$ cat src/rtl/nram_pkg.sv
// Shared definitions for the clearable scratch RAM: controller state encoding,
// the parity helper and the read-latency legality check.
package nram_pkg;

    // Controller states: INIT runs the clear engine, RUN accepts user accesses.
    typedef enum logic [0:0] {
        ST_INIT = 1'b0,
        ST_RUN  = 1'b1
    } nram_state_t;

    // Widest data word the parity helper accepts; callers zero-extend into it.
    localparam int PAR_VEC_W = 64;

    // Even parity bit of a word: the bit that makes the total count of ones even.
    function automatic logic even_parity(input logic [PAR_VEC_W-1:0] d);
        return ^d;
    endfunction

    // Only one or two cycles of read latency are implemented.
    function automatic bit rd_lat_legal(input int lat);
        return (lat == 1) || (lat == 2);
    endfunction

endpackage

$ cat src/rtl/nram_clr_mux_core.sv
// Storage array with write-first bypass and a one- or two-stage read pipeline.
// Out-of-range writes are dropped; out-of-range reads return an all-zero word
// (data and parity bit both 0, so no parity error is flagged).
module nram_clr_mux_core
    import nram_pkg::*;
#(
    parameter int DATA_W = 8,
    parameter int WORD_W = 8,
    parameter int ADDR_W = 6,
    parameter int DEPTH  = 64,
    parameter int RD_LAT = 1,
    parameter bit PAR_EN = 1'b0
) (
    input  logic              clk,
    input  logic              rst,
    input  logic              wen,
    input  logic [ADDR_W-1:0] waddr,
    input  logic [WORD_W-1:0] wdata,
    input  logic              ren,
    input  logic [ADDR_W-1:0] raddr,
    output logic [DATA_W-1:0] q,
    output logic              qvalid,
    output logic              perr
);

    localparam logic [ADDR_W:0] DEPTH_L = (ADDR_W+1)'(DEPTH);

    if (!rd_lat_legal(RD_LAT)) begin : g_bad_lat
        $error("nram_clr_mux_core: RD_LAT must be 1 or 2");
    end

    logic [WORD_W-1:0] mem_r [DEPTH];

    logic              wr_in_range_s;
    logic              rd_in_range_s;
    logic [WORD_W-1:0] rd_word_s;
    logic              fd_v_s;
    logic [WORD_W-1:0] fd_w_s;
    logic              fd_perr_s;

    logic [DATA_W-1:0] q_r;
    logic              qvalid_r;
    logic              perr_r;

    assign wr_in_range_s = ({1'b0, waddr} < DEPTH_L);
    assign rd_in_range_s = ({1'b0, raddr} < DEPTH_L);

    // Array write port; the array itself is cleared by the controller, not by reset.
    always_ff @(posedge clk) begin
        if (wen && wr_in_range_s) begin
            mem_r[waddr] <= wdata;
        end
    end

    // Read word selection: out-of-range -> zero, same-address write -> new data, else array.
    always_comb begin
        rd_word_s = '0;
        if (!rd_in_range_s) begin
            rd_word_s = '0;
        end else if (wen && (waddr == raddr)) begin
            rd_word_s = wdata;
        end else begin
            rd_word_s = mem_r[raddr];
        end
    end

    if (RD_LAT == 2) begin : g_lat2
        logic              s1_v_r;
        logic [WORD_W-1:0] s1_w_r;

        // Extra pipeline stage; flushed by reset so in-flight reads vanish.
        always_ff @(posedge clk or posedge rst) begin
            if (rst) begin
                s1_v_r <= 1'b0;
                s1_w_r <= '0;
            end else begin
                s1_v_r <= ren;
                s1_w_r <= rd_word_s;
            end
        end

        assign fd_v_s = s1_v_r;
        assign fd_w_s = s1_w_r;
    end else begin : g_lat1
        assign fd_v_s = ren;
        assign fd_w_s = rd_word_s;
    end

    // With parity stored in the top bit, a good word XORs to zero across all bits.
    assign fd_perr_s = PAR_EN ? (^fd_w_s) : 1'b0;

    // Output stage: data held between reads, valid and parity flag pulse per read.
    always_ff @(posedge clk or posedge rst) begin
        if (rst) begin
            q_r      <= '0;
            qvalid_r <= 1'b0;
            perr_r   <= 1'b0;
        end else begin
            qvalid_r <= fd_v_s;
            perr_r   <= fd_v_s & fd_perr_s;
            if (fd_v_s) begin
                q_r <= fd_w_s[DATA_W-1:0];
            end
        end
    end

    assign q      = q_r;
    assign qvalid = qvalid_r;
    assign perr   = perr_r;

endmodule

$ cat src/rtl/nram_clr_mux.sv
// Clearable single-clock scratch RAM. After reset, or when io_CLR is seen in RUN,
// the clear engine writes zero to every word (one per cycle) before accesses
// are accepted again. Optional feature macro: NRAM_PARITY_EN adds a stored
// even-parity bit per word, with error injection via io_PINJ and checking on io_PERR.
module nram_clr_mux
    import nram_pkg::*;
#(
    parameter int DATA_W = 8,
    parameter int ADDR_W = 6,
    parameter int DEPTH  = 64,
    parameter int RD_LAT = 1
) (
    input  logic              clk,
    input  logic              reset,
    input  logic [DATA_W-1:0] io_D,
    input  logic [ADDR_W-1:0] io_WADD,
    input  logic              io_WEN,
    input  logic [ADDR_W-1:0] io_RADD,
    input  logic              io_REN,
    input  logic              io_CLR,
    input  logic              io_PINJ,
    output logic [DATA_W-1:0] io_Q,
    output logic              io_QVALID,
    output logic              io_READY,
    output logic              io_PERR
);

`ifdef NRAM_PARITY_EN
    localparam int WORD_W = DATA_W + 1;
    localparam bit PAR_EN = 1'b1;
`else
    localparam int WORD_W = DATA_W;
    localparam bit PAR_EN = 1'b0;
`endif

    localparam logic [ADDR_W:0] LAST_ADDR = (ADDR_W+1)'(DEPTH - 1);

    nram_state_t       state_r;
    nram_state_t       state_nxt_s;
    logic [ADDR_W-1:0] clr_cnt_r;
    logic [ADDR_W-1:0] clr_cnt_nxt_s;
    logic              ready_r;
    logic              clr_last_s;

    logic [WORD_W-1:0] user_word_s;
    logic              core_wen_s;
    logic [ADDR_W-1:0] core_waddr_s;
    logic [WORD_W-1:0] core_wdata_s;
    logic              core_ren_s;

`ifdef NRAM_PARITY_EN
    assign user_word_s = {even_parity(PAR_VEC_W'(io_D)) ^ io_PINJ, io_D};
`else
    logic unused_pinj_s;
    assign user_word_s   = io_D;
    assign unused_pinj_s = io_PINJ;
`endif

    assign clr_last_s = ({1'b0, clr_cnt_r} == LAST_ADDR);

    // State, clear counter and READY registers.
    always_ff @(posedge clk or posedge reset) begin
        if (reset) begin
            state_r   <= ST_INIT;
            clr_cnt_r <= '0;
            ready_r   <= 1'b0;
        end else begin
            state_r   <= state_nxt_s;
            clr_cnt_r <= clr_cnt_nxt_s;
            ready_r   <= (state_nxt_s == ST_RUN);
        end
    end

    // Next state and next clear address: INIT leaves after writing the last word.
    always_comb begin
        state_nxt_s   = state_r;
        clr_cnt_nxt_s = '0;
        case (state_r)
            ST_INIT: begin
                if (clr_last_s) begin
                    state_nxt_s   = ST_RUN;
                    clr_cnt_nxt_s = '0;
                end else begin
                    state_nxt_s   = ST_INIT;
                    clr_cnt_nxt_s = clr_cnt_r + ADDR_W'(1);
                end
            end
            ST_RUN: begin
                clr_cnt_nxt_s = '0;
                if (io_CLR) begin
                    state_nxt_s = ST_INIT;
                end else begin
                    state_nxt_s = ST_RUN;
                end
            end
            default: begin
                state_nxt_s   = ST_INIT;
                clr_cnt_nxt_s = '0;
            end
        endcase
    end

    // Array port mux: the clear engine owns the write port in INIT, the user in RUN.
    always_comb begin
        core_wen_s   = 1'b0;
        core_waddr_s = '0;
        core_wdata_s = '0;
        core_ren_s   = 1'b0;
        case (state_r)
            ST_INIT: begin
                core_wen_s   = 1'b1;
                core_waddr_s = clr_cnt_r;
                core_wdata_s = '0;
                core_ren_s   = 1'b0;
            end
            ST_RUN: begin
                core_wen_s   = io_WEN;
                core_waddr_s = io_WADD;
                core_wdata_s = user_word_s;
                core_ren_s   = io_REN;
            end
            default: begin
                core_wen_s   = 1'b0;
                core_waddr_s = '0;
                core_wdata_s = '0;
                core_ren_s   = 1'b0;
            end
        endcase
    end

    nram_clr_mux_core #(
        .DATA_W (DATA_W),
        .WORD_W (WORD_W),
        .ADDR_W (ADDR_W),
        .DEPTH  (DEPTH),
        .RD_LAT (RD_LAT),
        .PAR_EN (PAR_EN)
    ) u_core (
        .clk    (clk),
        .rst    (reset),
        .wen    (core_wen_s),
        .waddr  (core_waddr_s),
        .wdata  (core_wdata_s),
        .ren    (core_ren_s),
        .raddr  (io_RADD),
        .q      (io_Q),
        .qvalid (io_QVALID),
        .perr   (io_PERR)
    );

    assign io_READY = ready_r;

endmodule
$ cat config.mk
export PLATFORM = sky130hd
export DESIGN_NAME = nram_clr_mux
export DESIGN_NICKNAME = d
export VERILOG_FILES = /design/src/rtl/nram_pkg.sv /design/src/rtl/nram_clr_mux_core.sv /design/src/rtl/nram_clr_mux.sv
export SDC_FILE = /design/constraint.sdc
export NUM_CORES = 1
export LEC_CHECK = 0
export BUFFER_PORTS_ARGS = -buffer_cell sky130_fd_sc_hd__buf_2
export CAP_MARGIN = 20
export CELL_PAD_IN_SITES_DETAIL_PLACEMENT = 1
export CELL_PAD_IN_SITES_GLOBAL_PLACEMENT = 2
export CORE_ASPECT_RATIO = 0.5
export CORE_UTILIZATION = 40
export CTS_BUF_LIST = sky130_fd_sc_hd__clkbuf_2 sky130_fd_sc_hd__clkbuf_4 sky130_fd_sc_hd__clkbuf_8
export DETAILED_ROUTE_END_ITERATION = 6
export GPL_TIMING_DRIVEN = 0
export PLACE_DENSITY = 0.66
export SYNTH_ARGS = -nofsm -noshare
export SYNTH_HDL_FRONTEND = slang
export SYNTH_HIERARCHICAL = 1
export SYNTH_SLANG_ARGS = --single-unit
$ cat constraint.sdc
create_clock -name clk -period 4.2 [get_ports clk]
set_input_delay 0.21 -clock clk [delete_from_list [all_inputs] [get_ports clk]]
set_output_delay 0.21 -clock clk [all_outputs]
set_load 0.005 [all_outputs]
Yosys cells after proc, flatten, opt, wreduce, memory -nomap -nowiden
Memory sizes are Yosys's and may differ from the RTL's. A register that Yosys moved wholly into a read port is not among the register bits.
Index checks and enable logic that the tools add are counted.
{"block": "word_totals", "input_bits": 26, "ramBits": 512, "n_memories": 1, "register_bits": 8}
{"block": "classes", "n_mux": 11, "eq_ne": 1, "bitwise_logic": 1, "addsub": 1}
{"memory": "u_core.mem_r", "depth": 64, "word_bits": 8, "rd": 1, "rd_clocked_by_memory_dff": 1, "write_ports": 1, "line_no": "nram_clr_mux_core.sv:32", "text": "logic [WORD_W-1:0] mem_r [DEPTH];"}
{"operator": "$pmux W6 S2", "count": 2}
{"operator": "$pmux W8 S2", "count": 1}
{"operator": "$add A6 B1 Y6 const B", "count": 1}
{"operator": "$eq A6 B6 Y1 const B", "count": 1}
{"operator": "$mux W6", "count": 1}
{"operator": "$pmux W1 S2", "count": 3}
{"operator": "$mux W1", "count": 4}
{"operator": "$not A1 Y1", "count": 1}

Longest topological paths before layout
Gate-level depths: netlist (run 1).
{"block": "depth", "word_depth": 4, "ltp_mapped": 9, "mapped_depth_nobuf": 6}

Hierarchy
The synthesis (run 1) kept the hierarchy.
{"mod": "nram_clr_mux_core", "cells_each": 983, "area_each_um2": 20445.9, "n_inst": 1}
{"mod": "nram_clr_mux", "cells_each": 45, "area_each_um2": 447.9, "n_inst": 1}

Least setup slack after synthesis (run 1)
Ideal clock, no wire load.
{"block": "synth_path", "path_kind": "reg-to-reg", "startpoint": "register io_READY (netlist name)", "endpoint": "memory u_core.mem_r[48][0] (enable)", "period_less_slack_ps": 2530, "setup_slack_ps": 1670, "path_stages_with_launch": 6, "arrival_time_ps": 2147, "t_required_ps": 3817, "n_path_buf": 2, "setup_time_ps": 383, "path_cell_list": "dfrtp_1 > buf_2 > mux2_2 > clkbuf_1 > or3_1 > nor3_1"}
{"item": "end: declaration", "line_no": "nram_clr_mux_core.sv:32"}

==> results.md, run 1 <==
- CP arrival: 3900 ps
- Max Root-Sink Buffers: 3
- GRT Overall Usage: between 20 and 25%
- Worst-skew pair later-pin latency: around 650 ps
- Max Transition Viols Final: 0
- GP Congestion: just over 0.9
- Hold Crit Class: in2async
- I/O Buffers: 32
- Cell count after synthesis: 1,028
- First-pass GRT wire length: about 82,000 um
- Comb pwr share: 3.1%
- Worst r2r path cells: 5
- Max_cap viols: 0
- Switching power: between 2 and 2.5 mW
- CTS Hold Buffers Added: 3
- Root Driver: clkbuf_8
- Top area cells in the synthesized netlist: edfxtp_1, mux4_2, mux2i_1
- Remaining DRCs: 0
- Net Sw Frac: between 20% and 30%
- CTS clk-pin slew, worst paths: ~60 ps
- Synth Register Bits: 528
- Met3 global-route usage: under 10%
- Iteration-0 DRC Markers: between 1k and 1.5k
- Outcome: completed
- H-tree lvl count: 3
- Yosys top cell by area: edfxtp_1
- Cell Int Power: about 8 mW
- Layer carrying the most global-route usage: met2
- RSZ-0062 raised after global routing: false
- Share of cells above drive strength 1: between 20% and 30%
- Synth Warn #: 6
- Die height: about 160 um
- Met1 usage: between 30% and 40%
- Main flop type after synthesis: edfxtp_1
- Critical Path Start Type: register
- Largest net degree at the start of global routing: 50
- Slowest stage delay, CP: between 1000 and 1500 ps
- CP required: 4480 ps
- Global route total overflow: 0
- Total wire length: ~58,000 um
- Per-cell routed wire length: 30.41 um
- Synth top area share: between 70% and 80%
- Cell Pwr Density: 430.0 nW/um2
- Worst-path cell chain: buf_2, mux2_2, clkbuf_1, nand4_1, nor2_1
- Via density: around 5.7
- Clock power frac: around two fifths
- Post_cts resized: 0
- Post-CTS Setup Bufs: 0
- Final setup TNS: 0 ps
- Final hold violation count: 0
- Sink Count: 528
- Antenna Nets Post-Route: 0
- Initial antenna violation count: 2
- Area Overhead vs Synth: 13.45%
- I/O pin total: 37
- Post-synth EDFFs: between 500 and 600
- Die W: about 330 um
- Core region area: a little over 50,000 um2
- Initial Util: between 40% and 50%
- Seq/Total Area, Yosys: about three quarters
- Minimum clock period: roughly 3600 ps
- Kind of critical path: reg2reg
- Async SR Flop Fraction: between 3 and 4%
- Worst Skew: approximately 38 ps
- Slowest CP cell: nor2_1
- Max Freq: 275.9 MHz
- FP Rows: 58
- Final setup fails: 0
- Crit end category: register
- CTS tree: yes
- DP Cell Count: about 1.8k
- Critical path peak fanout: 10
- Mapped Nets: 1,055
- CTS buffer count: 79
- Number of global-route vias before repair: about 11k
- Avg Inst Size Synth: just over 20 um2
- Worst Max-Slew Pin Slew: 1144 ps
- Final std cells w/o fill: around 1.9k
- Period utilization: roughly 86%
- Max VDD drop: 0.1878 mV
- Synthesized area: about 21,000 um2
- Total iterations of the first detailed-routing run: 5
- Die area: about 53,000 um2
- Total Nets Final: 1,183
- Leakage: ~6.4 nW
- Synth cell types: 50
- Relative slew slack: a little under a quarter
- Met2 Track Usage GR: about a third
- Via count: between 10k and 15k
- Final HPWL DP: just under 40,000 um
- Sequential share of power: a little under three fifths
metrics by stage:
stage                     hold slack, ps  instance area, um2  worst slack (ps)  power, mW  utilization (%)
final                              74.28               23700             576.0      10.19            46.60
after global routing               99.87               23700             501.4      10.51            46.59
after CTS                          45.62               23700             671.5      10.31            46.59
after detailed placement           180.7               22140             674.1      6.117            43.51
after global placement             166.6               21920             567.4      6.113            43.08
after floorplan                    13.40               20890              1670      5.980                -
critical path, delay by kind of cell, from the launching register on:
family                 cells  cell delay (ps)
multiplexers               1              280
buffers and inverters      2              750
AND/OR/NAND/NOR            2             1810
flip-flops                 1              410
area by class of cell:
class	instances	area (um2)
multi-input combinational	436	4755
sequential	528	15780
tap	690	863.3
clock buffer	97	1229
antenna	2	5.005
clock inverter	43	304.0
timing repair buffer	47	399.1
buffer	54	336.6
fill	4708	27170
inverter	10	37.54
power groups by stage:
| stage | sequential, mW | clock [mW] | combinational, mW |
|---|---|---|---|
| 2_1_floorplan | 5.80 | 0 | 0.181 |
| 3_3_place_gp | 5.80 | 0 | 0.314 |
| 3_5_place_dp | 5.80 | 0 | 0.318 |
| 4_1_cts | 5.69 | 4.30 | 0.321 |
| 5_1_grt | 5.68 | 4.50 | 0.332 |
| 6_report | 5.69 | 4.19 | 0.320 |
registers in the layout (all words and copies together), names as in the netlist:
| register | cells |
|---|---|
| u_core/qvalid | 1 |
| io_READY | 1 |
| u_core/mem_r | 512 |
| u_core/q | 8 |
| clr_cnt_r | 6 |
cell usage in the layout (no fill, tap or decap), types with 9 or more instances in the layout:
cell,count
clkinv_1,20
nor2_1,76
a22oi_1,45
mux4_1,9
edfxtp_1,512
inv_1,9
buf_2,41
nand2_1,31
buf_4,9
clkinv_2,14
mux4_2,109
clkbuf_4,17
buf_12,9
nand3_1,17
dfrtp_1,16
mux2i_1,45
clkbuf_8,80
clkbuf_1,22
layer usage:
layer / wire length (um) / vias up
li1: - / 4517
met4: 1424 / 0
met2: 26570 / 388
met1: 26580 / 5891
met3: 3412 / 99
met5: 0 / -
logic make-up (layout without fill, tap and decap cells):
kind of cell / count (synthesis) / in the layout / synth area share, %
adder cells (fa/ha/maj): 1 / 1 / 0.05987
multiplexers: 169 / 169 / 15.36
AO/OA/AOI/OAI: 85 / 85 / 3.132
buffers and inverters: 64 / 251 / 1.790
other: 1 / 3 / 0.01795
XOR/XNOR: 9 / 9 / 0.3773
flip-flops: 528 / 528 / 75.50
AND/OR/NAND/NOR: 171 / 171 / 3.761
path summary, 6_finish.rpt:
check | from | end | slack (ps)
min in group clk | io_RADD[4] | u_core/q[1]$_DFFE_PP0P_ | 120
worst min register to register | clr_cnt_r[0]$_DFF_PP0_ | clr_cnt_r[0]$_DFF_PP0_ | 540
worst min-delay path | reset | clr_cnt_r[3]$_DFF_PP0_ | 70
worst max-delay path | io_READY$_DFF_PP0_ | u_core/mem_r[63][6]$_DFFE_PP_ | 580
worst max register to register | io_READY$_DFF_PP0_ | u_core/mem_r[63][6]$_DFFE_PP_ | 580
max in group asynchronous | reset | u_core/q[1]$_DFFE_PP0P_ | 3690
Yosys cell counts, types with 2 or more instances:
library cell	count
edfxtp_1	512
mux4_2	109
nor2_1	76
a22oi_1	45
mux2i_1	45
nand2_1	31
clkbuf_1	22
nand3_1	17
dfrtp_1	16
and2_1	11
buf_2	9
inv_1	9
mux4_1	9
a21oi_1	8
nor2b_1	8
nor3_1	8
xnor2_1	8
buf_4	7
buf_6	7
a22o_1	6
buf_1	6
mux2_2	6
nand2b_1	6
a222oi_1	5
o221ai_1	5
o22ai_1	4
a211oi_1	3
or3_1	3
a2111oi_0	2
and4_1	2
buf_12	2
nand3b_1	2
nand4_1	2
(Power assumes the default switching activity.)
==> run 2, diff against run 1 <==
--- a/config.mk
+++ b/config.mk
@@ -14,7 +14,7 @@
 export CTS_BUF_LIST = sky130_fd_sc_hd__clkbuf_2 sky130_fd_sc_hd__clkbuf_4 sky130_fd_sc_hd__clkbuf_8
 export DETAILED_ROUTE_END_ITERATION = 6
 export GPL_TIMING_DRIVEN = 0
-export PLACE_DENSITY = 0.66
+export PLACE_DENSITY_LB_ADDON = 0.3
 export SYNTH_ARGS = -nofsm -noshare
 export SYNTH_HDL_FRONTEND = slang
 export SYNTH_HIERARCHICAL = 1
==> run 2 against run 1 <==
Fmax decreased by 3.0%; flip-flop and latch count unchanged; worst setup slack worse by 110 ps; cell count shrank 0.37%; die area did not move; clock skew decreased by 1.2 ps; critical endpoint is now u_core/mem_r[37][6]$_DFFE_PP_; highest routed layer unchanged.
==> results.md, run 2 (same netlist as run 1, synthesis figures left out) <==
- Outcome: completed (unchanged)
- Antenna Nets Post-Route: 0 (unchanged)
- Via density: 5.761 (was 5.713)
- First-pass GRT wire length: 81,540 um (was 81,980 um)
- Multi-input combinational cell area: 4755 um2 (unchanged)
- Initial antenna violation count: 1 (was 2)
- Worst Skew: 36.90 ps (was 38.08 ps)
- Remaining DRCs: 0 (unchanged)
- Max Transition Viols Final: 0 (unchanged)
- Critical Path Start Type: register (unchanged)
- GRT Overall Usage: 21.74% (was 22.16%)
- Period utilization: 88.93% (was 86.28%)
- Total iterations of the first detailed-routing run: 5 (unchanged)
- CTS clk-pin slew, worst paths: 60 ps (about the same)
- Final setup fails: 0 (unchanged)
- DP Cell Count: 1,762 (unchanged)
- CP required: 4440 ps (was 4480 ps)
- Hold Crit Class: in2async (unchanged)
- Sink Count: 528 (unchanged)
- Most flops, register: u_core/mem_r (unchanged)
- Per-cell routed wire length: 29.91 um (was 30.41 um)
- Kind of critical path: reg2reg (unchanged)
- Share of cells above drive strength 1: 26.03% (was 26.17%)
- Relative slew slack: 20.34% (was 23.77%)
- Crit end category: register (unchanged)
- Total wire length: 56,830 um (was 57,990 um)
- # fillers: 4,710 (was 4,708)
- Global route total overflow: 0 (unchanged)
- GP Congestion: 0.9526 (was 0.9161)
- Commonest non-fill, non-tap cell in the layout: edfxtp_1 (unchanged)
- Worst-skew pair later-pin latency: 640 ps (was 650 ps)
- Final setup TNS: 0 ps (unchanged)
- Area Overhead vs Synth: 13.18% (was 13.45%)
- Via count: 10.95k (was 10.90k)
- Hold slack final: 124.0 ps (was 74.28 ps)
- Number of global-route vias before repair: 11.52k (was 11.16k)
- FF/Latch Area: 15,780 um2 (unchanged)
- Final HPWL DP: 37,630 um (was 38,400 um)
- FP Rows: 58 (unchanged)
- Core region area: 50,870 um2 (unchanged)
- Most frequent cells in the layout: edfxtp_1, mux4_2, clkbuf_8 (unchanged)
- Max_cap viols: 0 (unchanged)
- Die W: 325.2 um (unchanged)
- Final hold violation count: 0 (unchanged)
- Max Freq: 267.7 MHz (was 275.9 MHz)
- Initial Util: 41.07% (unchanged)
- CTS buffer count: 78 (was 79)
- Die height: 163.6 um (unchanged)
- I/O Buffers: 32 (unchanged)
- Critical path peak fanout: 10 (unchanged)
- Cell Pwr Density: 424.7 nW/um2 (was 430.0 nW/um2)
- Worst Max-Slew Pin Slew: 1195 ps (was 1144 ps)
- Iteration-0 DRC Markers: 1,147 (was 1,001)
- Total Nets Final: 1,182 (was 1,183)
- Inserted Diodes: 0 (was 2)
- Minimum clock period: 3735 ps (was 3624 ps)
- Max VDD drop: 0.1889 mV (was 0.1878 mV)
- I/O pin total: 37 (unchanged)
- CTS tree: yes (unchanged)
- Leakage: 6.362 nW (was 6.379 nW)
- Die area: 53,210 um2 (unchanged)
- Largest net degree at the start of global routing: 50 (unchanged)
- H-tree lvl count: 3 (unchanged)
- Root Driver: clkbuf_8 (unchanged)
- Max reg flops: 512 (unchanged)
- CP arrival: 3980 ps (was 3900 ps)
- Final std cells w/o fill: 1,900 (was 1,907)
- Max Root-Sink Buffers: 3 (unchanged)
- RSZ-0062 raised after global routing: false (unchanged)
## run 2: cell count changes in the layout (fill, tap and decap cells not counted), moves of 2 or more
cell,before,now
bufinv_16,4,2
clkbuf_4,17,19
clkinv_1,20,18
clkinv_2,14,12
clkinvlp_4,4,2
diode_2,2,0
## run 2: final cells by class
| cell class | count | share of cell area [%] |
|---|---|---|
| Sequential cell | 528 | 66.71 |
| Timing Repair Buffer | 47 | 1.730 |
| Multi-Input combinational cell | 436 | 20.11 |
| Inverter | 10 | 0.1587 |
| Buffer | 54 | 1.423 |
| Tap cell | 690 | 3.651 |
| Clock inverter | 35 | 0.9048 |
| Clock buffer | 100 | 5.317 |
## run 2: metal layers
metal	share of wire, %	track usage (%)	routed length (um)
met1	44	29.87	24750
met2	47	34.73	26750
met3	6.8	4.870	3877
met4	2.6	6.775	1453
met5	0	0	0
## run 2: worst max-delay path: stages (launching register included)
cell,delay (ps)
dfrtp_1,410
buf_2,310
mux2_2,300
clkbuf_1,480
nor2b_1,270
nand3_1,510
nor2_1,1080
## run 2: path summary, 6_finish.rpt
check,startpoint,to,slack (ps),cells after the start
setup / recovery,io_READY$_DFF_PP0_,u_core/mem_r[37][6]$_DFFE_PP_,460,6
hold / removal,reset,clr_cnt_r[1]$_DFF_PP0_,120,3
setup reg to reg,io_READY$_DFF_PP0_,u_core/mem_r[37][6]$_DFFE_PP_,460,6
hold reg to reg,clr_cnt_r[0]$_DFF_PP0_,clr_cnt_r[0]$_DFF_PP0_,540,1
max in group asynchronous,reset,u_core/q[3]$_DFFE_PP0P_,3660,3
min in group clk,io_RADD[4],u_core/q[1]$_DFFE_PP0P_,180,4
## run 2: repair_timing
action | in CTS | in global routing
setup buffers | 0 | 0
resized for setup | 0 | 0
hold endpoints to repair | 18 | 0
hold buffers | 3 | 0
## run 2: power breakdown
group | internal, mW | switching, mW | leakage [nW] | total, mW
clock network | 2.08 | 1.95 | 0.780 | 4.04
registers | 5.69 | 0 | 3.77 | 5.69
logic | 0.112 | 0.208 | 1.81 | 0.319
## run 2: metrics by stage
stage | util (%) | area, um2 | total power, mW | setup WS [ps]
after floorplan | - | 20890 | 5.980 | 1670
after global placement | 43.08 | 21920 | 6.106 | 536.8
after detailed placement | 43.53 | 22150 | 6.112 | 618.5
after CTS | 46.49 | 23650 | 10.13 | 624.7
after global routing | 46.49 | 23650 | 10.33 | 458.7
final | 46.49 | 23650 | 10.04 | 464.9
==> run 3, diff against run 2 <==
--- a/config.mk
+++ b/config.mk
@@ -11,7 +11,7 @@
 export CELL_PAD_IN_SITES_GLOBAL_PLACEMENT = 2
 export CORE_ASPECT_RATIO = 0.5
 export CORE_UTILIZATION = 40
-export CTS_BUF_LIST = sky130_fd_sc_hd__clkbuf_2 sky130_fd_sc_hd__clkbuf_4 sky130_fd_sc_hd__clkbuf_8
+export CTS_BUF_LIST = sky130_fd_sc_hd__clkbuf_8
 export DETAILED_ROUTE_END_ITERATION = 6
 export GPL_TIMING_DRIVEN = 0
 export PLACE_DENSITY_LB_ADDON = 0.3
==> run 3 against run 2 <==
Worst hold slack lost 2.4 ps; count of clock-buffer cells in the layout is 19 lower; non-clock buffer count up 1; flip-flop and latch count unchanged; critical path type unchanged; combinational power barely moved; via count fell by 0.15%.
==> results.md, run 3 (same netlist as run 1, synthesis figures left out) <==
- Initial antenna violation count: 1 (unchanged)
- Core region area: 50,870 um2 (unchanged)
- I/O Buffers: 32 (unchanged)
- Met1 usage: 29.90% (was 29.87%)
- Slowest stage delay, CP: 1030 ps (was 1080 ps)
- Multi-input combinational cell area: 4755 um2 (unchanged)
- Root Driver: clkbuf_8 (unchanged)
- Inserted Diodes: 0 (unchanged)
- Hold Crit Class: in2async (unchanged)
- GRT Overall Usage: 21.72% (was 21.74%)
- Largest net degree at the start of global routing: 50 (unchanged)
- Worst r2r path cells: 6 (unchanged)
- CTS clk-pin slew, worst paths: 60 ps (about the same)
- Total iterations of the first detailed-routing run: 5 (unchanged)
- Number of global-route vias before repair: 11.54k (was 11.52k)
- Worst-skew pair later-pin latency: 640 ps (about the same)
- Via density: 5.749 (was 5.761)
- FF/Latch Area: 15,780 um2 (unchanged)
- Post-CTS Setup Bufs: 0 (unchanged)
- Antenna Nets Post-Route: 0 (unchanged)
- Global route total overflow: 0 (unchanged)
- Die height: 163.6 um (unchanged)
- Critical path peak fanout: 10 (unchanged)
- Worst Skew: 40.43 ps (was 36.90 ps)
- CP required: 4440 ps (about the same)
- Max Transition Viols Final: 0 (unchanged)
- Worst Setup SP: io_READY$_DFF_PP0_ (unchanged)
- FP Rows: 58 (unchanged)
- R2r setup slk: 560 ps (was 460 ps)
- Sink Count: 528 (unchanged)
- Outcome: completed (unchanged)
- Iteration-0 DRC Markers: 1,139 (was 1,147)
- Per-cell routed wire length: 29.87 um (was 29.91 um)
- Kind of critical path: reg2reg (unchanged)
- First-pass GRT wire length: 81,390 um (was 81,540 um)
- Minimum clock period: 3639 ps (was 3735 ps)
- Cell area after layout: 23,580 um2 (was 23,650 um2)
- Total wire length: 56,780 um (was 56,830 um)
- Post-Place Cell Area: 22,150 um2 (unchanged)
- Family with the most delay on the worst path: simple AND/OR/NAND/NOR gates (unchanged)
- Via count: 10.93k (was 10.95k)
- CTS tree: yes (unchanged)
- Worst Max-Slew Pin Slew: 1209 ps (was 1195 ps)
- Worst-path cell chain: buf_2, mux2_2, clkbuf_1, nor2b_1, nand3_1, nor2_1 (unchanged)
- Final setup fails: 0 (unchanged)
- RSZ-0062 raised after global routing: false (unchanged)
- Critical Path Start Type: register (unchanged)
- Area Overhead vs Synth: 12.86% (was 13.18%)
- Max_cap viols: 0 (unchanged)
- Max reg flops: 512 (unchanged)
- Cell Pwr Density: 418.7 nW/um2 (was 424.7 nW/um2)
- Initial Util: 41.07% (unchanged)
- Max VDD drop: 0.1868 mV (was 0.1889 mV)
- Crit end category: register (unchanged)
- I/O pin total: 37 (unchanged)
- Max Root-Sink Buffers: 3 (unchanged)
- Relative slew slack: 19.43% (was 20.34%)
- Number of cells on the critical path: 6 (unchanged)
- CP arrival: 3880 ps (was 3980 ps)
- Critical R2R Capture: u_core/mem_r[37][6]$_DFFE_PP_ (unchanged)
- Final setup TNS: 0 ps (unchanged)
- Max Freq: 274.8 MHz (was 267.7 MHz)
- Commonest non-fill, non-tap cell in the layout: edfxtp_1 (unchanged)
- Final hold violation count: 0 (unchanged)
- Final HPWL DP: 37,630 um (unchanged)
- H-tree lvl count: 3 (unchanged)
- # fillers: 4,717 (was 4,710)
- Most frequent cells in the layout: edfxtp_1, mux4_2, clkbuf_8 (unchanged)
- Period utilization: 86.63% (was 88.93%)
- CTS buffer count: 78 (unchanged)
- Slowest CP cell: nor2_1 (unchanged)
- Die W: 325.2 um (unchanged)
- Met2 Track Usage GR: 34.51% (was 34.73%)
- R2r startpoint: io_READY$_DFF_PP0_ (unchanged)
- Total Nets Final: 1,183 (was 1,182)
- Share of cells above drive strength 1: 24.53% (was 26.03%)
- GP Congestion: 0.9526 (unchanged)
- Leakage: 6.381 nW (was 6.362 nW)
- Most flops, register: u_core/mem_r (unchanged)
- CP bufs+invs: 2 (unchanged)
- Die area: 53,210 um2 (unchanged)
- Layer carrying the most global-route usage: met2 (unchanged)
- Met3 global-route usage: 4.906% (was 4.870%)
- Remaining DRCs: 0 (unchanged)
[run 3: repair_timing]
| item | in CTS | in global routing |
|---|---|---|
| gates resized for setup | 0 | 0 |
| hold buffers | 3 | 0 |
| endpoints found under the hold margin | 18 | 0 |
[run 3: cell type report]
type	count	area share (%)
Sequential cell	528	66.90
Multi-Input combinational cell	436	20.16
Clock buffer	81	4.728
Tap cell	690	3.661
Timing Repair Buffer	48	1.756
Buffer	54	1.427
Clock inverter	54	1.210
Inverter	10	0.1592
[run 3: worst max path at each step]
stage | end | slack (ps)
3_3_place_gp | u_core/mem_r[48][0]$_DFFE_PP_ | 540
3_5_place_dp | u_core/mem_r[37][7]$_DFFE_PP_ | 620
2_1_floorplan | u_core/mem_r[48][0]$_DFFE_PP_ | 1670
6_report | u_core/mem_r[37][6]$_DFFE_PP_ | 560
5_1_grt | u_core/mem_r[37][5]$_DFFE_PP_ | 450
4_1_cts | u_core/mem_r[37][5]$_DFFE_PP_ | 630
[run 3: worst min-delay path: cells and delay by family]
| kind | cells | cell delay (ps) |
|---|---|---|
| buffers and inverters | 3 | 910 |
[run 3: where the power goes]
part | internal (mW) | leakage, nW | total, mW | switching [mW]
Clock | 1.91 | 0.793 | 3.87 | 1.95
Combinational | 0.112 | 1.81 | 0.320 | 0.208
Sequential | 5.69 | 3.77 | 5.69 | 0
[run 3: metrics by stage]
step | worst slack, ps | instances | total power, mW | utilization, % | hold slack (ps)
floorplan | 1670 | 1028 | 5.980 | - | 13.40
global placement | 536.8 | 1750 | 6.106 | 43.08 | 192.7
detailed placement | 618.5 | 1762 | 6.112 | 43.53 | 198.1
CTS | 628.4 | 1900 | 9.953 | 46.35 | 79.29
global route | 451.8 | 1901 | 10.16 | 46.36 | 119.4
finish | 561.5 | 1901 | 9.873 | 46.36 | 121.6
[run 3: layer usage]
layer,wire length (um),vias to the layer above
met5,0,-
met3,4380,106
met1,24340,5843
li1,-,4510
met4,1603,0
met2,26460,470
